--- config.mk ---
export PLATFORM = sky130hd
export DESIGN_NAME = sdram_rd_tunnel_arb
export DESIGN_NICKNAME = d
export VERILOG_FILES = /design/src/rtl/sdram_arb_pkg.sv /design/src/rtl/edge_rise_det.sv /design/src/rtl/sdram_rd_tunnel_arb.sv
export SDC_FILE = /design/constraint.sdc
export NUM_CORES = 1
export LEC_CHECK = 0
export CORE_ASPECT_RATIO = 1.75
export CORE_MARGIN = 2
export CORE_UTILIZATION = 35
export CTS_CLUSTER_SIZE = 8
export DETAILED_ROUTE_END_ITERATION = 8
export DONT_BUFFER_PORTS = 1
export GPL_ROUTABILITY_DRIVEN = 1
export HOLD_SLACK_MARGIN = 0.12
export PLACE_DENSITY = 0.59
export SYNTH_ARGS = -nofsm -noshare
export SYNTH_HDL_FRONTEND = slang
export SYNTH_HIERARCHICAL = 1
export SYNTH_SLANG_ARGS = --single-unit
--- constraint.sdc ---
create_clock -name i_clk -period 4.25 [get_ports i_clk]
set_input_delay 0.6375 -clock i_clk [delete_from_list [all_inputs] [get_ports i_clk]]
set_output_delay 0.6375 -clock i_clk [all_outputs]
set_load 0.02 [all_outputs]
--- src/rtl/sdram_arb_pkg.sv ---
// Shared widths and FSM encoding for the SDRAM read port 3 arbiter.
package sdram_arb_pkg;

   localparam int SDRAM_ADDR_W = 21;
   localparam int SDRAM_LEN_W  = 32;
   localparam int SEQ_CNT_W    = 8;

   typedef enum logic [2:0] {
      ST_IDLE  = 3'd0,
      ST_SETUP = 3'd1,
      ST_START = 3'd2,
      ST_XFER  = 3'd3,
      ST_DONE  = 3'd4
   } arb_state_e;

endpackage

--- src/rtl/edge_rise_det.sv ---
// Rising-edge detector: one delay register and an AND gate.
module edge_rise_det (
   input  logic i_clk,
   input  logic i_rst_n,
   input  logic i_sig,
   output logic o_rise
);

   logic sig_q;
   logic sig_d;

   assign sig_d  = i_sig;
   assign o_rise = i_sig & ~sig_q;

   always_ff @(posedge i_clk or negedge i_rst_n) begin
      if (!i_rst_n) sig_q <= 1'b0;
      else          sig_q <= sig_d;
   end

endmodule

--- src/rtl/sdram_rd_tunnel_arb.sv ---
// Round-robin arbiter and sequencer for SDRAM read port 3,
// serving the video readout and flash copy read tunnels.
module sdram_rd_tunnel_arb
   import sdram_arb_pkg::*;
#(
   parameter int SETUP_CYC = 3,
   parameter int START_CYC = 5,
   parameter int TMO_W     = 24
) (
   input  logic                    i_clk,
   input  logic                    i_rst_n,
   input  logic                    i_rd_0_start,
   input  logic [SDRAM_ADDR_W-1:0] i_rd_0_addrs,
   input  logic [SDRAM_LEN_W-1:0]  i_rd_0_lengths,
   output logic                    o_rd_0_grant,
   output logic                    o_rd_0_done,
   input  logic                    i_rd_1_start,
   input  logic [SDRAM_ADDR_W-1:0] i_rd_1_addrs,
   input  logic [SDRAM_LEN_W-1:0]  i_rd_1_lengths,
   output logic                    o_rd_1_grant,
   output logic                    o_rd_1_done,
   output logic                    o_tunnel_id,
   output logic                    o_mem_rd3_start,
   output logic [SDRAM_ADDR_W-1:0] o_mem_rd3_addrs,
   output logic [SDRAM_LEN_W-1:0]  o_mem_rd3_lens,
   input  logic                    i_mem_rd3_data_vld,
   output logic                    o_err
);

   localparam logic [SEQ_CNT_W-1:0] SETUP_LAST = SEQ_CNT_W'(SETUP_CYC - 1);
   localparam logic [SEQ_CNT_W-1:0] START_LAST = SEQ_CNT_W'(START_CYC - 1);

   arb_state_e              state_q, state_d;
   logic [1:0]              rise;
   logic [1:0]              pend_q, pend_d;
   logic [1:0]              grant_q, grant_d;
   logic                    ptr_q, ptr_d;
   logic                    id_q, id_d;
   logic                    err_q, err_d;
   logic [SDRAM_ADDR_W-1:0] addr_q, addr_d;
   logic [SDRAM_LEN_W-1:0]  len_q, len_d;
   logic [SDRAM_LEN_W-1:0]  beat_q, beat_d;
   logic [TMO_W-1:0]        tmo_q, tmo_d;
   logic [SEQ_CNT_W-1:0]    seq_q, seq_d;

   logic                    sel;
   logic [SDRAM_ADDR_W-1:0] sel_addr;
   logic [SDRAM_LEN_W-1:0]  sel_len;
   logic [SDRAM_LEN_W-1:0]  beat_inc;
   logic [SDRAM_LEN_W-1:0]  beat_nxt;
   logic [TMO_W-1:0]        tmo_inc;
   logic                    tmo_exp;

   edge_rise_det u_rise_0 (
      .i_clk   (i_clk),
      .i_rst_n (i_rst_n),
      .i_sig   (i_rd_0_start),
      .o_rise  (rise[0])
   );

   edge_rise_det u_rise_1 (
      .i_clk   (i_clk),
      .i_rst_n (i_rst_n),
      .i_sig   (i_rd_1_start),
      .o_rise  (rise[1])
   );

   always_comb begin
      // lone requester wins; on a tie the pointer decides
      sel      = pend_q[1] & (~pend_q[0] | ptr_q);
      sel_addr = sel ? i_rd_1_addrs : i_rd_0_addrs;
      sel_len  = sel ? i_rd_1_lengths : i_rd_0_lengths;
      beat_inc = beat_q + 1'b1;
      beat_nxt = i_mem_rd3_data_vld ? beat_inc : beat_q;
      // counts cycles since the last beat, so all-ones marks the deadline
      tmo_inc  = (i_mem_rd3_data_vld ? '0 : tmo_q) + 1'b1;
      tmo_exp  = &tmo_inc;

      state_d = state_q;
      pend_d  = pend_q | rise;
      grant_d = grant_q;
      ptr_d   = ptr_q;
      id_d    = id_q;
      err_d   = 1'b0;
      addr_d  = addr_q;
      len_d   = len_q;
      beat_d  = beat_q;
      tmo_d   = tmo_q;
      seq_d   = seq_q;

      unique case (state_q)
         ST_IDLE: begin
            if (|pend_q) begin
               pend_d[sel] = rise[sel];
               id_d        = sel;
               grant_d     = {sel, ~sel};
               addr_d      = sel_addr;
               len_d       = sel_len;
               beat_d      = '0;
               tmo_d       = '0;
               seq_d       = '0;
               state_d     = (sel_len == '0) ? ST_DONE : ST_SETUP;
            end
         end
         ST_SETUP: begin
            seq_d = seq_q + 1'b1;
            if (seq_q == SETUP_LAST) begin
               seq_d   = '0;
               state_d = ST_START;
            end
         end
         ST_START: begin
            seq_d  = seq_q + 1'b1;
            tmo_d  = tmo_inc;
            beat_d = beat_nxt;
            if (tmo_exp) begin
               err_d   = 1'b1;
               state_d = ST_DONE;
            end else if (seq_q == START_LAST) begin
               seq_d   = '0;
               state_d = (beat_nxt >= len_q) ? ST_DONE : ST_XFER;
            end
         end
         ST_XFER: begin
            tmo_d  = tmo_inc;
            beat_d = beat_nxt;
            if (i_mem_rd3_data_vld && (beat_inc == len_q)) begin
               state_d = ST_DONE;
            end else if (tmo_exp) begin
               err_d   = 1'b1;
               state_d = ST_DONE;
            end
         end
         ST_DONE: begin
            state_d = ST_IDLE;
            grant_d = '0;
            ptr_d   = ~id_q;
            beat_d  = '0;
            tmo_d   = '0;
            seq_d   = '0;
         end
         default: state_d = ST_IDLE;
      endcase
   end

   always_ff @(posedge i_clk or negedge i_rst_n) begin
      if (!i_rst_n) begin
         state_q <= ST_IDLE;
         pend_q  <= '0;
         grant_q <= '0;
         ptr_q   <= 1'b0;
         id_q    <= 1'b0;
         err_q   <= 1'b0;
         addr_q  <= '0;
         len_q   <= '0;
         beat_q  <= '0;
         tmo_q   <= '0;
         seq_q   <= '0;
      end else begin
         state_q <= state_d;
         pend_q  <= pend_d;
         grant_q <= grant_d;
         ptr_q   <= ptr_d;
         id_q    <= id_d;
         err_q   <= err_d;
         addr_q  <= addr_d;
         len_q   <= len_d;
         beat_q  <= beat_d;
         tmo_q   <= tmo_d;
         seq_q   <= seq_d;
      end
   end

   assign o_rd_0_grant    = grant_q[0];
   assign o_rd_1_grant    = grant_q[1];
   assign o_rd_0_done     = (state_q == ST_DONE) & grant_q[0];
   assign o_rd_1_done     = (state_q == ST_DONE) & grant_q[1];
   assign o_tunnel_id     = id_q;
   assign o_mem_rd3_start = (state_q == ST_START);
   assign o_mem_rd3_addrs = addr_q;
   assign o_mem_rd3_lens  = len_q;
   assign o_err           = err_q;

endmodule
==> metrics <==
I/O pin count 171; Met2 Routed Length 14400 um; area of the core 25900 um2; result of the run completed; arrival time of data at the critical path endpoint 4.35 ns; required arrival time at the worst endpoint 4.60 ns; largest net degree at the start of global routing 130; grt total ovfl 0; combined global-route utilization of all metal layers 0.200; starting DRC count in detailed routing 394; clock-pin transition on the worst setup and hold timing paths 0.07 ns; master cell of the clock root buffer sky130_fd_sc_hd__clkbuf_16; VDD IR max 0.000234 V; highest clock frequency the design can meet 0.250 GHz; proportion of netlist area held by the largest area contributor 0.351; most repeated cell in the gate-level netlist after synthesis sky130_fd_sc_hd__nand2_1; number of max-slew violations in the final report 0; Total Wirelength 27200 um; number of CTS-inserted buffers 17; number of placement rows 78; Synth warnings 6; pwr/cell area 331 nW/um2; die area 27600 um2; leading register cell type out of synthesis sky130_fd_sc_hd__dfrtp_1; post-CTS repair timing setup buffer count 0; number of cells after detailed placement 1355; net count of the mapped netlist 1223; layout cell share with drive strength beyond 1 0.0927; mean post-synth cell area 8.56 um2; number of clock sinks 129; post-route setup TNS 0 ns; register bit total from synthesis 129; detailed-route wire length per cell 19.6 um; CTS max path bufs 2; via count of the first global-routing pass 7913; # setup viols final 0; Total Power Consumption 3.36 mW; clock skew after layout 0.0137 ns; leading post-synthesis cells by instance count sky130_fd_sc_hd__nand2_1, sky130_fd_sc_hd__dfrtp_1, sky130_fd_sc_hd__o21ai_0, sky130_fd_sc_hd__mux2i_1, sky130_fd_sc_hd__clkbuf_1; detailed-route DRC error count 0; distinct cell type count after synthesis 76; cell type with the largest total area after synthesis sky130_fd_sc_hd__dfrtp_1; Area Growth Syn to Fin 10.4%; clock latency on the worst-skew pair 0.44 ns; quantity of I/O buffers inserted on ports 0; number of maximum-capacitance constraint violations 0; width of the die 127 um; leakage power total 4.87 nW; final hold vios 0; RSZ-0062 raised after global routing no; routed via count 8005; final worst-path cycle share 0.943; final HPWL from detailed placement 20300 um; CTS HTree Levels 4; Pre-antenna DRT Iters 5; initial core utilization 0.355; Antenna Cells 0; Max transition margin 0.323; TritonCTS clock tree yes; crit end category register; highest metal used met4; final std cells w/o fill 1388; height of the chip 218 um; EDFF count, synth 0; global-route wire length before repair 43100 um; routability-driven placement congestion ratio 0.932; Tightest Pin Transition 1.01 ns; area of the mapped netlist 9190 um2; Detail Route Antenna Nets 0; amount of wire on met3 after detailed routing 1240 um; detailed-route wire length on metal 1 10000 um; async set-or-reset flop fraction in the synthesized netlist 1.00; share of synthesized area occupied by flip-flops and latches 0.351; final-layout fill cell count 2594; mean number of vias per cell 5.77; ranking of synthesized cells by area sky130_fd_sc_hd__dfrtp_1, sky130_fd_sc_hd__o21ai_0, sky130_fd_sc_hd__mux2i_1; final critical-path required period 4.01 ns; post-synthesis instance total 1074; class of the tightest hold or removal check input pin to async pin; total number of nets in the final design 1204; critical path launch point type register; CP Max Fanout 10; number of antenna violations at the first check in global routing 0; CP Class register to register
## final cells by class
| class | count | area [um2] | share of cell area |
|---|---|---|---|
| clock buffers | 18 | 439 | 0.0433 |
| clock inverters | 14 | 165 | 0.0163 |
| inverters | 48 | 180 | 0.0178 |
| multi-input cells | 827 | 5480 | 0.540 |
| flip-flops and latches | 129 | 3230 | 0.318 |
| well taps | 320 | 400 | 0.0395 |
| repair buffers | 32 | 260 | 0.0256 |
## sequential cells by signal, indices dropped and copies added, names as in the netlist
name,flops
beat_q,32
grant_q,2
o_err,1
o_mem_rd3_addrs,21
o_mem_rd3_lens,32
o_tunnel_id,1
pend_q,2
ptr_q,1
seq_q,8
state_q,3
tmo_q,24
u_rise_0/sig_q,1
u_rise_1/sig_q,1
## power breakdown
part	switching (mW)	total (mW)	internal, mW
Combinational	0.286	0.507	0.221
Sequential	0.0543	1.33	1.28
Clock	0.622	1.52	0.898
Total	0.963	3.36	2.40
## cell usage in the layout (no fill, tap or decap), types with 19 or more instances in the layout
cell / Yosys / final
sky130_fd_sc_hd__o21ai_0: 128 / 127
sky130_fd_sc_hd__xnor2_1: 48 / 48
sky130_fd_sc_hd__inv_1: 48 / 48
sky130_fd_sc_hd__buf_4: 1 / 31
sky130_fd_sc_hd__a21oi_1: 42 / 42
sky130_fd_sc_hd__ha_1: 38 / 37
sky130_fd_sc_hd__xor2_1: 35 / 35
sky130_fd_sc_hd__nor4_1: 31 / 31
sky130_fd_sc_hd__nand4_1: 31 / 31
sky130_fd_sc_hd__a22o_1: 19 / 19
sky130_fd_sc_hd__mux2i_1: 56 / 56
sky130_fd_sc_hd__nand2_1: 140 / 139
sky130_fd_sc_hd__nor2_1: 44 / 43
sky130_fd_sc_hd__dfrtp_1: 129 / 129
sky130_fd_sc_hd__nand3_1: 34 / 34
## path summary, 6_finish.rpt
check	start	endpoint	slack, ns	cells after the start
setup reg to reg	beat_q[19]$_DFFE_PN0P_	state_q[1]$_DFFE_PN0P_	0.24	16
hold / removal	i_rst_n	o_mem_rd3_lens[0]$_DFFE_PN0P_	0.15	1
setup / recovery	beat_q[19]$_DFFE_PN0P_	state_q[1]$_DFFE_PN0P_	0.24	16
min in group i_clk	i_rd_1_start	u_rise_1/sig_q$_DFF_PN0_	0.22	0
hold reg to reg	tmo_q[23]$_DFFE_PN0P_	tmo_q[23]$_DFFE_PN0P_	0.51	1
max in group asynchronous	i_rst_n	seq_q[3]$_DFFE_PN0P_	3.56	1
## routing by layer
metal  global-route usage  vias up
li1                     -     3850
met4                0.123        0
met5                    0        -
met1                0.209     3813
met3               0.0318       62
met2                0.368      280
## timing repair
item	4_1_cts	5_1_grt
endpoints found under the setup margin	0	3
resized for setup	0	2
hold buffers	1	0
endpoints found under the hold margin	129	0
## kinds of logic (layout without fill, tap and decap cells)
kind of cell	after synthesis	count (layout)	share of synthesized area
AND/OR/NAND/NOR	372	372	0.212
AO/OA/AOI/OAI	276	276	0.185
flip-flops	129	129	0.351
buffers and inverters	118	112	0.0577
XOR/XNOR	83	83	0.0791
multiplexers	57	57	0.0622
adder cells (fa/ha/maj)	39	39	0.0528
## metrics by stage
stage / util / hold slack [ns] / setup slack (ns) / area [um2]
3_3_place_gp: 0.368 / 0.345 / 0.317 / 9510
5_1_grt: 0.392 / 0.208 / 0.0320 / 10100
6_report: 0.392 / 0.147 / 0.243 / 10100
4_1_cts: 0.392 / 0.210 / 0.250 / 10100
2_1_floorplan: - / 0.342 / 0.284 / 9190
3_5_place_dp: 0.368 / 0.345 / 0.294 / 9510
## worst max-delay path, stage by stage (launching register included)
cell and delay, ns:
sky130_fd_sc_hd__dfrtp_1 0.53, sky130_fd_sc_hd__nand4_1 0.34, sky130_fd_sc_hd__nor3_1 0.64, sky130_fd_sc_hd__nand4_1 0.34
sky130_fd_sc_hd__inv_1 0.15, sky130_fd_sc_hd__nand2_1 0.11, sky130_fd_sc_hd__xnor2_1 0.20, sky130_fd_sc_hd__ha_1 0.27
sky130_fd_sc_hd__a21oi_1 0.15, sky130_fd_sc_hd__nor2b_1 0.05, sky130_fd_sc_hd__o21ai_0 0.17, sky130_fd_sc_hd__a21oi_1 0.09
sky130_fd_sc_hd__o21a_1 0.16, sky130_fd_sc_hd__o21ai_0 0.15, sky130_fd_sc_hd__nand4_1 0.15, sky130_fd_sc_hd__o21a_1 0.20
sky130_fd_sc_hd__o31ai_1 0.20
No activity file was read; power rests on OpenSTA's default activity.
